**config.mk**
```make
export PLATFORM = sky130hd
export DESIGN_NAME = counter_multi_ch
export DESIGN_NICKNAME = d
export VERILOG_FILES = /design/src/rtl/counter_multi_ch.sv
export SDC_FILE = /design/constraint.sdc
export NUM_CORES = 1
export LEC_CHECK = 0
export ABC_AREA = 1
export BUFFER_PORTS_ARGS = -buffer_cell sky130_fd_sc_hd__buf_2
export CORE_ASPECT_RATIO = 1.4
export CORE_MARGIN = 2
export CORE_UTILIZATION = 52
export CTS_BUF_LIST = sky130_fd_sc_hd__clkbuf_8
export CTS_CLUSTER_SIZE = 28
export DETAILED_ROUTE_END_ITERATION = 8
export GPL_ROUTABILITY_DRIVEN = 0
export HOLD_SLACK_MARGIN = 0.03
export PLACE_DENSITY = 0.74
export SYNTH_ARGS = -nofsm -noshare
export SYNTH_HDL_FRONTEND = slang
export SYNTH_SLANG_ARGS = --single-unit
export TNS_END_PERCENT = 100
```
**constraint.sdc**
```tcl
create_clock -name clk -period 4.3 [get_ports clk]
set_input_delay 0.215 -clock clk [delete_from_list [all_inputs] [get_ports clk]]
set_output_delay 0.215 -clock clk [all_outputs]
set_load 0.02 [all_outputs]
```
**src/rtl/counter_multi_ch.sv**
```systemverilog
// Purpose: N_CH independent up-counters, each sequenced by its own IDLE/RUN/DONE state machine.
// Latency: start sampled at edge t gives run_o=1 and cnt=0 after edge t; done_o follows val cycles later.
// Backpressure: none; start is only accepted while IDLE, and stop aborts a channel in any state.
module counter_multi_ch #(
  parameter int CNT_WIDTH = 8,
  parameter int N_CH      = 4
) (
  input  logic                      clk,
  input  logic                      rst,
  input  logic [N_CH-1:0]           start_i,
  input  logic [N_CH-1:0]           stop_i,
  input  logic [N_CH-1:0]           reload_i,
  input  logic [N_CH*CNT_WIDTH-1:0] cnt_val_i,
  output logic [N_CH*CNT_WIDTH-1:0] cnt_o,
  output logic [N_CH-1:0]           idle_o,
  output logic [N_CH-1:0]           run_o,
  output logic [N_CH-1:0]           done_o,
  output logic                      busy_o
);

  typedef enum logic [1:0] {S_IDLE, S_RUN, S_DONE} state_t;

  state_t               st_q  [N_CH];
  state_t               st_d  [N_CH];
  logic [CNT_WIDTH-1:0] cnt_q [N_CH];
  logic [CNT_WIDTH-1:0] cnt_d [N_CH];
  logic [CNT_WIDTH-1:0] val_q [N_CH];
  logic [CNT_WIDTH-1:0] val_d [N_CH];
  logic [N_CH-1:0]      mode_q, mode_d;
  logic [N_CH-1:0]      idle_d, run_d, done_d;

  // Per-channel next-state, count and latched-parameter logic; channels never interact.
  always_comb begin
    for (int k = 0; k < N_CH; k++) begin
      st_d[k]   = st_q[k];
      cnt_d[k]  = cnt_q[k];
      val_d[k]  = val_q[k];
      mode_d[k] = mode_q[k];
      case (st_q[k])
        S_IDLE: begin
          // Stop wins over a simultaneous start.
          if (start_i[k] && !stop_i[k]) begin
            val_d[k]  = cnt_val_i[k*CNT_WIDTH +: CNT_WIDTH];
            mode_d[k] = reload_i[k];
            cnt_d[k]  = '0;
            st_d[k]   = (cnt_val_i[k*CNT_WIDTH +: CNT_WIDTH] != '0) ? S_RUN : S_DONE;
          end
        end
        S_RUN: begin
          if (stop_i[k]) begin
            st_d[k]  = S_IDLE;
            cnt_d[k] = '0;
          end else if (cnt_q[k] == val_q[k] - 1'b1) begin
            // Hold at val-1 so the count never exceeds the target.
            st_d[k] = S_DONE;
          end else begin
            cnt_d[k] = cnt_q[k] + 1'b1;
          end
        end
        S_DONE: begin
          if (stop_i[k]) begin
            st_d[k]  = S_IDLE;
            cnt_d[k] = '0;
          end else if (mode_q[k]) begin
            // Auto-reload; a zero target keeps re-entering DONE every cycle.
            cnt_d[k] = '0;
            st_d[k]  = (val_q[k] != '0) ? S_RUN : S_DONE;
          end else begin
            // One-shot: final count stays visible while idle.
            st_d[k] = S_IDLE;
          end
        end
        default: begin
          st_d[k]  = S_IDLE;
          cnt_d[k] = '0;
        end
      endcase
      idle_d[k] = (st_d[k] == S_IDLE);
      run_d[k]  = (st_d[k] == S_RUN);
      done_d[k] = (st_d[k] == S_DONE);
    end
  end

  // State registers and registered status flags, all decoded from next state.
  always_ff @(posedge clk) begin
    if (rst) begin
      for (int k = 0; k < N_CH; k++) begin
        st_q[k]  <= S_IDLE;
        cnt_q[k] <= '0;
        val_q[k] <= '0;
      end
      mode_q <= '0;
      idle_o <= '1;
      run_o  <= '0;
      done_o <= '0;
      busy_o <= 1'b0;
    end else begin
      for (int k = 0; k < N_CH; k++) begin
        st_q[k]  <= st_d[k];
        cnt_q[k] <= cnt_d[k];
        val_q[k] <= val_d[k];
      end
      mode_q <= mode_d;
      idle_o <= idle_d;
      run_o  <= run_d;
      done_o <= done_d;
      busy_o <= |(run_d | done_d);
    end
  end

  for (genvar g = 0; g < N_CH; g++) begin : g_cnt_out
    assign cnt_o[g*CNT_WIDTH +: CNT_WIDTH] = cnt_q[g];
  end

endmodule

```
======== Yosys cells after proc, flatten, opt, wreduce, memory -nomap -nowiden ========
Memories as Yosys holds them, arrays and structs flattened.
Cells that the tools add are included.
cells by class
  $add $sub $neg .......................... 8
  eq/ne operators ......................... 20
  multiplexer cells ....................... 79
  bitwise gates (word level) .............. 13
  reductions and logical operators ........ 29
operator list
  operator                                                            number
  8-bit two-way mux                                                   36
  8-bit one-hot mux with 3 select lines                               4
  2-bit two-way mux                                                   32
  8-bit nonzero test                                                  8
  8-bit by 1-bit adder with 8-bit output, second input constant       4
  8-bit == test                                                       4
  8-bit by 1-bit subtractor with 8-bit output, second input constant  4
  2-bit one-hot mux with 3 select lines                               4
  2-bit by 1-bit == test with 1-bit output, second input constant     8
  2-bit == test, second input constant                                8
  2-bit zero test                                                     8
  1-bit bitwise OR                                                    12
  2-bit AND reduction                                                 4
  1-bit logical AND                                                   4
  1-bit zero test                                                     4
  4-bit bitwise OR                                                    1
  4-bit OR reduction                                                  1
  1-bit two-way mux                                                   3
word-level totals
  register bits ........................... 17
  bits in writable memories ............... 72
  input port bits ......................... 46
  output and inout port bits .............. 45
  logic and storage cells ................. 160
  memories ................................ 3
memory list
  name   words  bits a word  rd ports  clocked after Yosys merged registers in  write ports  line  text
  cnt_q  4      8            4         0                                        4            25    logic [CNT_WIDTH-1:0] cnt_q [N_CH];
  val_q  4      8            4         0                                        4            27    logic [CNT_WIDTH-1:0] val_q [N_CH];
  st_q   4      2            4         0                                        4            23    state_t st_q [N_CH];

======== Depth between registers and ports, before layout ========
Gate-level depths: netlist of the first run.
  word-level depth ........................ 8
  gate-level depth with buffers ........... 18
  mapped depth without buffers ............ 18

======== Worst setup path after synthesis of the first run ========
No wires, ideal clock.
  kind .................................... register -> register
  start point ............................. memory val_q[0][0]
  end point ............................... register busy_o
  library setup time ...................... 0.128 ns
  arrival time ............................ 2.062 ns
  data required time ...................... 4.172 ns
  setup slack ............................. 2.110 ns
  stages on the path, launching flop included .. 14
  path buffers ............................ 0
  clock period less this slack ............ 2.190 ns
  path through ............................ dfxtp_1 -> inv_2 -> ha_1 -> xor2_1 -> nand2_1 -> nor2_1 -> nand3_1 -> nor2_1 -> nand3_4 -> nand2_1 -> inv_2 -> ha_1 -> nor4_1 -> nor2_1
RTL lines
  element               line  text
  from (decl)           27
  to (signal assigned)  107   busy_o <= |(run_d | done_d);
  to (decl)             18    output logic busy_o

==> results of run 1 <==
path summary, 6_finish.rpt:
check                           depth (start not counted)           to  slack (ns)         start
worst max register to register                         13       busy_o        1.91   val_q[1][0]
worst min register to register                          2    mode_q[3]        0.48     mode_q[3]
worst max-delay path                                   13       busy_o        1.91   val_q[1][0]
worst min-delay path                                    3  val_q[0][5]        0.09  cnt_val_i[5]
sequential cells by signal (all words and copies together), names as in the netlist:
signal and count:
busy_o 1, done_o 4, idle_o 4, mode_q 4, run_o 4, st_q 8, val_q 32, cnt_q 32
synthesized netlist by cell type (all sizes together) (2+ instances only):
cell | n | area, um^2
or2 | 6 | 37.5
clkbuf | 14 | 55.1
inv | 113 | 424
buf | 4 | 20.0
nor3 | 16 | 95.1
nand4 | 10 | 92.6
ha | 24 | 300
nor2 | 135 | 557
dfxtp | 89 | 1780
o21ai | 46 | 230
nor4 | 16 | 100
nand3 | 77 | 410
clkinv | 5 | 18.8
nand3b | 4 | 30.0
nor3b | 2 | 15.0
xor2 | 17 | 164
a21oi | 57 | 297
nand2 | 191 | 749
o31ai | 2 | 15.0
xnor2 | 9 | 86.3
a21o | 2 | 15.0
and3 | 2 | 12.5
layout make-up:
type / instances / area [um^2]
fill: 1049 / 4100
multi-input combinational: 621 / 3240
sequential: 89 / 1780
timing repair buffer: 90 / 450
inverter: 118 / 443
tap: 138 / 173
clock buffer: 12 / 165
clock inverter: 4 / 50.0
logic make-up after synthesis:
logic type	count (synthesis)	share of synthesized area [%]
simple gates	459	37.9
buf+inv	136	9.34
compound gates	112	10.7
flops	89	32.1
xor+xnor	26	4.51
fa+ha+maj	24	5.42
through the flow:
stage	instances	area (um^2)
after floorplan	846	5540
after global placement	1056	6090
after detailed placement	1056	6090
after CTS	1072	6310
after global routing	1072	6310
final	1072	6310
layer usage:
layer  track usage (%)  vias to the layer above  wire [um]
li1                  -                     2874          -
met1              27.2                     2433       5610
met2              41.6                      148       6510
met3              4.43                       25        538
met4              10.3                        0        342
met5                 0                        -          0
worst register-to-register path: cells and delay by family, from the launching register on:
kind | cells | cell delay [ns]
AND/OR/NAND/NOR | 8 | 1.00
adder cells (fa/ha/maj) | 2 | 0.58
flip-flops | 1 | 0.35
buffers and inverters | 2 | 0.17
XOR/XNOR | 1 | 0.13
power groups by stage:
stage                     Combinational [mW]  Clock, mW  Sequential [mW]
after floorplan                        0.282          0            0.921
after global placement                 0.381          0            0.918
after detailed placement               0.384          0            0.919
after CTS                              0.386      0.637            0.899
after global routing                   0.440      0.674            0.905
final                                  0.384      0.622            0.900
==> flow_results.xml, run 1 <==
<?xml version="1.0" encoding="UTF-8"?>
<metrics>
  <group name="layout">
    <metric name="leading_cell_type_in_the_layout_fill_and_taps_excluded" unit="">sky130_fd_sc_hd__nand2_1</metric>
    <metric name="finish.utilization" unit="%">60.6</metric>
    <metric name="insertedDiodeCount" unit="">0</metric>
    <metric name="drive_gt1_share" unit="%">16.7</metric>
    <metric name="syn_to_final_growth" unit="%">13.8</metric>
    <metric name="final_cell_mix" unit="">186 x sky130_fd_sc_hd__nand2_1, 119 x sky130_fd_sc_hd__nor2_1, 102 x sky130_fd_sc_hd__inv_1</metric>
    <metric name="nets" unit="">999</metric>
  </group>
  <group name="pwr">
    <metric name="p_leak" unit="nW">2.89</metric>
    <metric name="net-switching-power" unit="uW">594</metric>
    <metric name="clockPowerShare" unit="%">32.6</metric>
    <metric name="power_switching_share" unit="%">31.2</metric>
    <metric name="fin_total_pwr" unit="mW">1.91</metric>
    <metric name="power.share.combinational" unit="%">20.2</metric>
    <metric name="p_per_area" unit="nW/um^2">302</metric>
    <metric name="power.share.sequential" unit="%">47.2</metric>
    <metric name="ir_worst_vdd" unit="mV">0.172</metric>
    <metric name="internal-power" unit="mW">1.31</metric>
  </group>
  <group name="clock_tree">
    <metric name="cts_htree_levels" unit="">3</metric>
    <metric name="tritoncts" unit="">yes</metric>
    <metric name="clock-root-buffer" unit="">sky130_fd_sc_hd__clkbuf_8</metric>
    <metric name="cts_resizes" unit="">0</metric>
    <metric name="worst_setup_hold_path_clk_slew" unit="ns">0.09</metric>
    <metric name="cts-root-to-sink-buffers" unit="">2</metric>
    <metric name="hold_buffers" unit="">0</metric>
    <metric name="numCtsBuffers" unit="">9</metric>
    <metric name="clock_sink_count" unit="">89</metric>
    <metric name="clkLatencyLatePin" unit="ns">0.37</metric>
    <metric name="postCtsSetupBuffers" unit="">0</metric>
  </group>
  <group name="timing">
    <metric name="fin_hold_ws" unit="ns">0.0872</metric>
    <metric name="final_worst_setup_slack" unit="ns">1.91</metric>
    <metric name="slew-limit-headroom" unit="%">23.1</metric>
    <metric name="rsz_0062_raised_after_global_routing" unit="">no</metric>
    <metric name="finalCritPeriodShare" unit="%">55.5</metric>
    <metric name="setup_total_negative_slack" unit="ns">0</metric>
    <metric name="tightest_slew" unit="ns">1.15</metric>
    <metric name="skew" unit="ns">0.00929</metric>
    <metric name="setup_viol" unit="">0</metric>
    <metric name="period_minus_slack" unit="ns">2.39</metric>
    <metric name="maxClockFrequency" unit="MHz">419</metric>
    <metric name="hold_viol_final" unit="">0</metric>
    <metric name="drv_slew" unit="">0</metric>
  </group>
  <group name="synth">
    <metric name="ys_seq_elements" unit="">89</metric>
    <metric name="synthArstFlopShare" unit="%">0</metric>
    <metric name="seq_area_frac_synth" unit="%">32.1</metric>
    <metric name="synthesized_instance_count" unit="">846</metric>
    <metric name="number_of_enable_type_register_cells_in_the_synthesized_netlist" unit="">0</metric>
    <metric name="ys_dominant_reg_cell" unit="">sky130_fd_sc_hd__dfxtp_1</metric>
    <metric name="yosysUniqueCellTypes" unit="">40</metric>
    <metric name="synth.net_count" unit="">916</metric>
    <metric name="yosys_warnings" unit="">0</metric>
    <metric name="syn_avg_cell_area" unit="um^2">6.55</metric>
    <metric name="mappedNetlistArea" unit="um^2">5540</metric>
  </group>
  <group name="critical_path">
    <metric name="worst-path-max-fanout" unit="">10</metric>
    <metric name="path_cells" unit="">inv_1 &gt; ha_1 &gt; xor2_1 &gt; nand2_1 &gt; nor2_1 &gt; nand2_1 &gt; nor2_2 &gt; nand4_4 &gt; nand2_1 &gt; inv_1 &gt; ha_1 &gt; nor4_1 &gt; nor2_1</metric>
    <metric name="cp_data_arrival_time" unit="ns">2.62</metric>
    <metric name="critical_path_buf_inv_count" unit="">2</metric>
    <metric name="standard_cell_with_the_maximum_stage_delay_on_the_critical_path" unit="">sky130_fd_sc_hd__dfxtp_1</metric>
    <metric name="cp-end-kind" unit="">flip-flop</metric>
    <metric name="top_delay_family_on_crit_path" unit="">simple AND/OR/NAND/NOR gates</metric>
    <metric name="startpoint_type" unit="">flip-flop</metric>
    <metric name="path_class" unit="">flip-flop to flip-flop</metric>
    <metric name="crit_path_max_incr_delay" unit="ns">0.35</metric>
    <metric name="critPathMostFrequentCell" unit="">sky130_fd_sc_hd__nand2_1</metric>
    <metric name="worst-endpoint-required" unit="ns">4.53</metric>
  </group>
  <group name="route">
    <metric name="postRouteAntennaNets" unit="">0</metric>
    <metric name="routed_wire_length_per_instance" unit="um">12.1</metric>
    <metric name="drt_pre_antenna_iters" unit="">4</metric>
    <metric name="vias_per_std_cell" unit="">5.11</metric>
    <metric name="drt_wl_total" unit="um">13000</metric>
    <metric name="vias" unit="">5480</metric>
    <metric name="drc_errors" unit="">0</metric>
    <metric name="drtIter0Drc" unit="">200</metric>
  </group>
  <group name="global_routing">
    <metric name="maximum_number_of_pins_on_one_net_before_global_route_repair" unit="">47</metric>
    <metric name="grt_pass1_wl" unit="um">22400</metric>
    <metric name="first_global_vias" unit="">5120</metric>
    <metric name="global_route.overflow_total" unit="">0</metric>
    <metric name="grt.total_usage" unit="%">23.4</metric>
    <metric name="antenna_found_initial" unit="">0</metric>
  </group>
  <group name="die">
    <metric name="floorplan.die.width" unit="um">91.3</metric>
    <metric name="initial_utilization" unit="%">53.3</metric>
    <metric name="ioPinCount" unit="">91</metric>
    <metric name="num_rows" unit="">44</metric>
    <metric name="floorplan.core_area" unit="um^2">10400</metric>
    <metric name="die_h" unit="um">126</metric>
    <metric name="die-area" unit="um^2">11500</metric>
  </group>
  <group name="worst_hold_path">
    <metric name="hp-class" unit="">input pin to flip-flop</metric>
  </group>
  <group name="placement">
    <metric name="buffer_ports.inserted" unit="">90</metric>
    <metric name="preCtsSetupSlack" unit="ns">1.90</metric>
    <metric name="hpwlAfterDp" unit="um">9880</metric>
  </group>
  <group name="run_status">
    <metric name="outcome" unit="">completed</metric>
  </group>
  <group name="flow_run">
    <metric name="maxCapViolations" unit="">0</metric>
  </group>
</metrics>
No activity file was read; power rests on OpenSTA's default activity.
==> run 2: changes to the inputs <==
- PLACE_DENSITY: 0.74 -> 0.77
- clock period: 4.3 -> 2.1 ns (I/O delays scaled with it)
==> flow_results.xml, run 2 (same netlist as run 1, synthesis figures left out) <==
<?xml version="1.0" encoding="UTF-8"?>
<metrics>
  <group name="run_status">
    <metric name="outcome" unit="">finished with violations</metric>
    <metric name="failing_checks" unit="">setup timing</metric>
  </group>
  <group name="placement">
    <metric name="placedCellCount" unit="">1115</metric>
    <metric name="preCtsSetupSlack" unit="ns">-0.0785</metric>
    <metric name="buffer_ports.inserted" unit="">90</metric>
    <metric name="placed_area" unit="um^2">6590</metric>
    <metric name="hpwlAfterDp" unit="um">10600</metric>
  </group>
  <group name="clock_tree">
    <metric name="worst_setup_hold_path_clk_slew" unit="ns">0.09</metric>
    <metric name="cts_htree_levels" unit="">3</metric>
    <metric name="cts-root-to-sink-buffers" unit="">2</metric>
    <metric name="clock_sink_count" unit="">89</metric>
    <metric name="numCtsBuffers" unit="">9</metric>
    <metric name="clock-root-buffer" unit="">sky130_fd_sc_hd__clkbuf_8</metric>
    <metric name="clkLatencyLatePin" unit="ns">0.38</metric>
    <metric name="tritoncts" unit="">yes</metric>
  </group>
  <group name="critical_path">
    <metric name="startpoint_type" unit="">flip-flop</metric>
    <metric name="path_cells" unit="">inv_2 &gt; ha_4 &gt; xor2_1 &gt; nand2_1 &gt; nor2_1 &gt; nand2_1 &gt; nor2_4 &gt; nand4_4 &gt; nand2_2 &gt; inv_2 &gt; ha_4 &gt; nor4_4 &gt; nor2_1</metric>
    <metric name="critical_path_buf_inv_count" unit="">2</metric>
    <metric name="cp-end-kind" unit="">flip-flop</metric>
    <metric name="standard_cell_with_the_maximum_stage_delay_on_the_critical_path" unit="">sky130_fd_sc_hd__dfxtp_2</metric>
    <metric name="crit_path_max_incr_delay" unit="ns">0.34</metric>
    <metric name="timing.rr.start" unit="">val_q[1][1]</metric>
    <metric name="path_class" unit="">flip-flop to flip-flop</metric>
    <metric name="r2r-end" unit="">busy_o</metric>
    <metric name="timing.reg2reg.setup_slack" unit="ns">-0.07</metric>
    <metric name="worst-endpoint-required" unit="ns">2.36</metric>
    <metric name="cp_data_arrival_time" unit="ns">2.43</metric>
    <metric name="top_delay_family_on_crit_path" unit="">simple AND/OR/NAND/NOR gates</metric>
    <metric name="worst-path-max-fanout" unit="">3</metric>
    <metric name="timing.reg2reg.worst_path_depth" unit="">13</metric>
  </group>
  <group name="route">
    <metric name="postRouteAntennaNets" unit="">0</metric>
    <metric name="vias_per_std_cell" unit="">5.12</metric>
    <metric name="drtIter0Drc" unit="">236</metric>
    <metric name="drc_errors" unit="">0</metric>
    <metric name="routed_wire_length_per_instance" unit="um">12.7</metric>
    <metric name="vias" unit="">5942</metric>
    <metric name="drt_wl_total" unit="um">14700</metric>
    <metric name="drt_pre_antenna_iters" unit="">5</metric>
  </group>
  <group name="flow_run">
    <metric name="maxCapViolations" unit="">0</metric>
  </group>
  <group name="timing">
    <metric name="slew-limit-headroom" unit="%">66.1</metric>
    <metric name="hold_viol_final" unit="">0</metric>
    <metric name="setup_total_negative_slack" unit="ns">-0.0868</metric>
    <metric name="final_worst_setup_slack" unit="ns">-0.0710</metric>
    <metric name="skew" unit="ns">0.0145</metric>
    <metric name="period_minus_slack" unit="ns">2.17</metric>
    <metric name="tightest_slew" unit="ns">0.509</metric>
    <metric name="drv_slew" unit="">0</metric>
    <metric name="fin_hold_ws" unit="ns">0.0321</metric>
    <metric name="maxClockFrequency" unit="MHz">461</metric>
    <metric name="finalCritPeriodShare" unit="%">103</metric>
    <metric name="rsz_0062_raised_after_global_routing" unit="">yes</metric>
    <metric name="setup_viol" unit="">2</metric>
  </group>
  <group name="die">
    <metric name="floorplan.core_area" unit="um^2">10400</metric>
    <metric name="initial_utilization" unit="%">53.3</metric>
    <metric name="die-area" unit="um^2">11500</metric>
    <metric name="die_h" unit="um">126</metric>
    <metric name="num_rows" unit="">44</metric>
    <metric name="ioPinCount" unit="">91</metric>
    <metric name="floorplan.die.width" unit="um">91.3</metric>
  </group>
  <group name="worst_hold_path">
    <metric name="hold_path_depth" unit="">3</metric>
    <metric name="hp-class" unit="">input pin to flip-flop</metric>
    <metric name="worst_hold_startpoint" unit="">cnt_val_i[20]</metric>
    <metric name="timing.hold.worst_endpoint" unit="">val_q[2][4]</metric>
  </group>
  <group name="layout">
    <metric name="number_of_fill_cells" unit="">905</metric>
    <metric name="instances_no_fill" unit="">1161</metric>
    <metric name="drive_gt1_share" unit="%">26.2</metric>
    <metric name="finish.utilization" unit="%">69.9</metric>
    <metric name="syn_to_final_growth" unit="%">31.1</metric>
    <metric name="seqCellArea" unit="um^2">1790</metric>
    <metric name="post-route-cell-area" unit="um^2">7270</metric>
    <metric name="multiInputGateArea" unit="um^2">3440</metric>
    <metric name="largest_registers" unit="">cnt_q (32), val_q (32), st_q (8)</metric>
    <metric name="final_cell_mix" unit="">174 x sky130_fd_sc_hd__nand2_1, 117 x sky130_fd_sc_hd__nor2_1, 93 x sky130_fd_sc_hd__inv_1</metric>
    <metric name="nets" unit="">1090</metric>
    <metric name="leading_cell_type_in_the_layout_fill_and_taps_excluded" unit="">sky130_fd_sc_hd__nand2_1</metric>
    <metric name="insertedDiodeCount" unit="">0</metric>
  </group>
  <group name="pwr">
    <metric name="ir_worst_vdd" unit="mV">0.463</metric>
    <metric name="fin_total_pwr" unit="mW">4.25</metric>
    <metric name="p_per_area" unit="nW/um^2">584</metric>
    <metric name="power.share.combinational" unit="%">23.1</metric>
    <metric name="internal-power" unit="mW">2.97</metric>
    <metric name="net-switching-power" unit="mW">1.28</metric>
    <metric name="clockPowerShare" unit="%">33.6</metric>
    <metric name="power.share.sequential" unit="%">43.3</metric>
    <metric name="p_leak" unit="nW">3.35</metric>
    <metric name="power_switching_share" unit="%">30.1</metric>
  </group>
  <group name="global_routing">
    <metric name="first_global_vias" unit="">5489</metric>
    <metric name="global_route.overflow_total" unit="">0</metric>
    <metric name="maximum_number_of_pins_on_one_net_before_global_route_repair" unit="">46</metric>
    <metric name="grt.total_usage" unit="%">26.1</metric>
    <metric name="antenna_found_initial" unit="">0</metric>
    <metric name="grt_pass1_wl" unit="um">24800</metric>
  </group>
</metrics>
## run 2: per-layer routing
layer  vias to the layer above  share of wire (%)  GRT usage, %
li1                       3062                  -             -
met1                      2699                 41          30.5
met2                       157                 53          48.0
met3                        24                4.2          4.43
met4                         0                1.8          8.56
met5                         -                  0             0
## run 2: timing repair
action | in CTS | in global routing
setup buffers | 8 | 4
gates resized for setup | 10 | 29
hold endpoints to repair | 21 | 0
setup endpoints to repair | 1 | 14
hold buffers | 21 | 0
pin swaps | 17 | 23
## run 2: power groups by stage
stage	clock [mW]	combinational (mW)	sequential (mW)
5_1_grt	1.53	1.11	1.85
6_report	1.43	0.981	1.84
4_1_cts	1.44	0.932	1.83
3_5_place_dp	0	0.885	1.87
3_3_place_gp	0	0.866	1.87
2_1_floorplan	0	0.590	1.89
## run 2: worst max path at each step
stage                 from  endpoint  slack [ns]  cells past startpoint
4_1_cts        val_q[2][0]    busy_o       -0.02                     17
3_5_place_dp   val_q[2][1]    busy_o       -0.08                     17
6_report       val_q[1][1]    busy_o       -0.07                     13
5_1_grt        val_q[1][0]    busy_o       -0.22                     13
3_3_place_gp   val_q[2][1]    busy_o      -0.009                     17
2_1_floorplan  val_q[3][1]    busy_o       0.005                     14
## run 2: final cells by class
| cell class | instances | area share [%] |
|---|---|---|
| repair buffers | 181 | 16.4 |
| inverters | 118 | 6.09 |
| well taps | 138 | 2.38 |
| multi-input cells | 621 | 47.3 |
| clock inverters | 4 | 1.29 |
| clock buffers | 10 | 1.89 |
| flip-flops and latches | 89 | 24.7 |
## run 2: worst reg2reg max path, delay by kind of cell, from the launching register on
kind / cells / cell delay [ns]
adders and majority gates: 2 / 0.51
xor gates and xnor gates: 1 / 0.14
DFF: 1 / 0.34
buffers and inverters: 2 / 0.12
and+or+nand+nor: 8 / 0.97
==> run 3: changes to the inputs <==
--- a/config.mk
+++ b/config.mk
@@ -18,2 +18,3 @@
 export PLACE_DENSITY = 0.77
+export SLEW_MARGIN = 40
 export SYNTH_ARGS = -nofsm -noshare
==> constraint.sdc (replaced) <==
create_clock -name clk -period 2.1 [get_ports clk]
set_input_delay 0.63 -clock clk [delete_from_list [all_inputs] [get_ports clk]]
set_output_delay 0.63 -clock clk [all_outputs]
set_load 0.02 [all_outputs]
==> flow_results.xml, run 3 (same netlist as run 1, synthesis figures left out) <==
<?xml version="1.0" encoding="UTF-8"?>
<metrics>
  <group name="run_status">
    <metric name="outcome" unit="">finished with violations</metric>
    <metric name="failing_checks" unit="">setup timing</metric>
  </group>
  <group name="die">
    <metric name="ioPinCount" unit="">91</metric>
    <metric name="floorplan.core_area" unit="um^2">10400</metric>
    <metric name="floorplan.die.width" unit="um">91.3</metric>
    <metric name="initial_utilization" unit="%">53.3</metric>
    <metric name="die-area" unit="um^2">11500</metric>
    <metric name="num_rows" unit="">44</metric>
    <metric name="die_h" unit="um">126</metric>
  </group>
  <group name="placement">
    <metric name="hpwlAfterDp" unit="um">10600</metric>
    <metric name="placed_area" unit="um^2">6800</metric>
    <metric name="preCtsSetupSlack" unit="ns">-0.187</metric>
    <metric name="buffer_ports.inserted" unit="">90</metric>
  </group>
  <group name="layout">
    <metric name="post-route-cell-area" unit="um^2">7320</metric>
    <metric name="syn_to_final_growth" unit="%">32.0</metric>
    <metric name="drive_gt1_share" unit="%">29.4</metric>
    <metric name="nets" unit="">1091</metric>
    <metric name="largest_registers" unit="">cnt_q (32), val_q (32), st_q (8)</metric>
    <metric name="final_cell_mix" unit="">173 x sky130_fd_sc_hd__nand2_1, 118 x sky130_fd_sc_hd__nor2_1, 90 x sky130_fd_sc_hd__buf_2</metric>
    <metric name="insertedDiodeCount" unit="">0</metric>
    <metric name="leading_cell_type_in_the_layout_fill_and_taps_excluded" unit="">sky130_fd_sc_hd__nand2_1</metric>
  </group>
  <group name="route">
    <metric name="drtIter0Drc" unit="">254</metric>
    <metric name="vias_per_std_cell" unit="">5.07</metric>
    <metric name="drt_pre_antenna_iters" unit="">5</metric>
    <metric name="postRouteAntennaNets" unit="">0</metric>
    <metric name="vias" unit="">5902</metric>
    <metric name="drc_errors" unit="">0</metric>
    <metric name="drt_wl_total" unit="um">14200</metric>
    <metric name="routed_wire_length_per_instance" unit="um">12.2</metric>
  </group>
  <group name="clock_tree">
    <metric name="numCtsBuffers" unit="">9</metric>
    <metric name="clock_sink_count" unit="">89</metric>
    <metric name="worst_setup_hold_path_clk_slew" unit="ns">0.09</metric>
    <metric name="hold_buffers" unit="">0</metric>
    <metric name="clock-root-buffer" unit="">sky130_fd_sc_hd__clkbuf_8</metric>
    <metric name="tritoncts" unit="">yes</metric>
    <metric name="cts-root-to-sink-buffers" unit="">2</metric>
    <metric name="clkLatencyLatePin" unit="ns">0.36</metric>
    <metric name="cts_htree_levels" unit="">3</metric>
  </group>
  <group name="timing">
    <metric name="drv_slew" unit="">0</metric>
    <metric name="period_minus_slack" unit="ns">2.14</metric>
    <metric name="slew-limit-headroom" unit="%">75.5</metric>
    <metric name="maxClockFrequency" unit="MHz">468</metric>
    <metric name="tightest_slew" unit="ns">0.364</metric>
    <metric name="hold_viol_final" unit="">0</metric>
    <metric name="final_worst_setup_slack" unit="ns">-0.0354</metric>
    <metric name="rsz_0062_raised_after_global_routing" unit="">yes</metric>
    <metric name="skew" unit="ns">0.0137</metric>
    <metric name="fin_hold_ws" unit="ns">0.485</metric>
    <metric name="setup_viol" unit="">2</metric>
    <metric name="finalCritPeriodShare" unit="%">102</metric>
  </group>
  <group name="critical_path">
    <metric name="cp-end-kind" unit="">flip-flop</metric>
    <metric name="worst-path-max-fanout" unit="">2</metric>
    <metric name="timing.reg2reg.setup_slack" unit="ns">-0.04</metric>
    <metric name="r2r-end" unit="">busy_o</metric>
    <metric name="startpoint_type" unit="">flip-flop</metric>
    <metric name="timing.rr.start" unit="">val_q[3][0]</metric>
    <metric name="worst-endpoint-required" unit="ns">2.34</metric>
    <metric name="path_class" unit="">flip-flop to flip-flop</metric>
    <metric name="timing.reg2reg.worst_path_depth" unit="">16</metric>
    <metric name="cp_data_arrival_time" unit="ns">2.38</metric>
  </group>
  <group name="worst_hold_path">
    <metric name="hold_path_depth" unit="">2</metric>
    <metric name="timing.hold.worst_endpoint" unit="">mode_q[3]</metric>
    <metric name="hp-class" unit="">flip-flop to flip-flop</metric>
    <metric name="worst_hold_startpoint" unit="">mode_q[3]</metric>
  </group>
  <group name="global_routing">
    <metric name="first_global_vias" unit="">5525</metric>
    <metric name="global_route.overflow_total" unit="">0</metric>
    <metric name="maximum_number_of_pins_on_one_net_before_global_route_repair" unit="">34</metric>
    <metric name="antenna_found_initial" unit="">0</metric>
    <metric name="grt_pass1_wl" unit="um">24100</metric>
    <metric name="grt.total_usage" unit="%">25.1</metric>
  </group>
  <group name="pwr">
    <metric name="p_per_area" unit="nW/um^2">591</metric>
    <metric name="ir_worst_vdd" unit="mV">0.390</metric>
    <metric name="p_leak" unit="nW">3.38</metric>
    <metric name="fin_total_pwr" unit="mW">4.32</metric>
  </group>
  <group name="flow_run">
    <metric name="maxCapViolations" unit="">0</metric>
  </group>
</metrics>
-- run 3: critical path, stage by stage, from the launching register on --
cell and delay, ns:
sky130_fd_sc_hd__dfxtp_2 0.34, sky130_fd_sc_hd__inv_2 0.05, sky130_fd_sc_hd__ha_4 0.23, sky130_fd_sc_hd__inv_2 0.04
sky130_fd_sc_hd__nand2_1 0.03, sky130_fd_sc_hd__nand2_1 0.06, sky130_fd_sc_hd__nand2_1 0.05, sky130_fd_sc_hd__nor2_1 0.08
sky130_fd_sc_hd__nand3_1 0.12, sky130_fd_sc_hd__nor2_4 0.15, sky130_fd_sc_hd__buf_6 0.11, sky130_fd_sc_hd__nand4_4 0.07
sky130_fd_sc_hd__nand2_2 0.10, sky130_fd_sc_hd__inv_2 0.05, sky130_fd_sc_hd__ha_4 0.22, sky130_fd_sc_hd__nor4_4 0.26
sky130_fd_sc_hd__nor2_1 0.06
-- run 3: final cells by class --
| type | count | area [um^2] |
|---|---|---|
| Clock buffer | 12 | 165 |
| Multi-Input combinational cell | 621 | 3490 |
| Timing Repair Buffer | 182 | 1160 |
| Inverter | 118 | 448 |
| Sequential cell | 89 | 1790 |
| Fill cell | 872 | 3080 |
| Tap cell | 138 | 173 |
| Clock inverter | 4 | 97.6 |
-- run 3: how the worst max path moves through the flow --
| stage | startpoint | to | slack (ns) | cells past startpoint |
|---|---|---|---|---|
| after floorplan | val_q[3][1] | busy_o | 0.005 | 14 |
| after global placement | cnt_val_i[7] | busy_o | -0.14 | 12 |
| after detailed placement | cnt_val_i[7] | busy_o | -0.19 | 12 |
| after CTS | val_q[0][1] | busy_o | -0.01 | 14 |
| after global routing | val_q[3][0] | busy_o | -0.21 | 16 |
| final | val_q[3][0] | busy_o | -0.04 | 16 |
-- run 3: where the power goes --
part | internal, mW | switching [mW]
registers | 1.77 | 0.0692
logic | 0.401 | 0.574
clock network | 0.889 | 0.626
total | 3.06 | 1.27
-- run 3: metal layers --
layer  global-route usage [%]  vias to the layer above  routed length (um)
li1                         -                     3068                   -
met1                     29.5                     2659                6050
met2                     46.8                      150                7320
met3                     2.75                       25                 586
met4                     8.91                        0                 286
met5                        0                        -                   0
-- run 3: metrics by stage --
stage | cells | TNS (ns) | utilization, %
after floorplan | 846 | 0 | -
after global placement | 1141 | -0.139 | 65.4
after detailed placement | 1141 | -0.196 | 65.4
after CTS | 1162 | -0.0121 | 68.7
after global routing | 1164 | -0.472 | 70.4
final | 1164 | -0.0369 | 70.4
-- run 3: timing repair --
action,CTS,global route
endpoints found under the setup margin,1,12
setup buffers,5,4
gates resized for setup,14,42
endpoints found under the hold margin,0,0
pin swaps,10,14
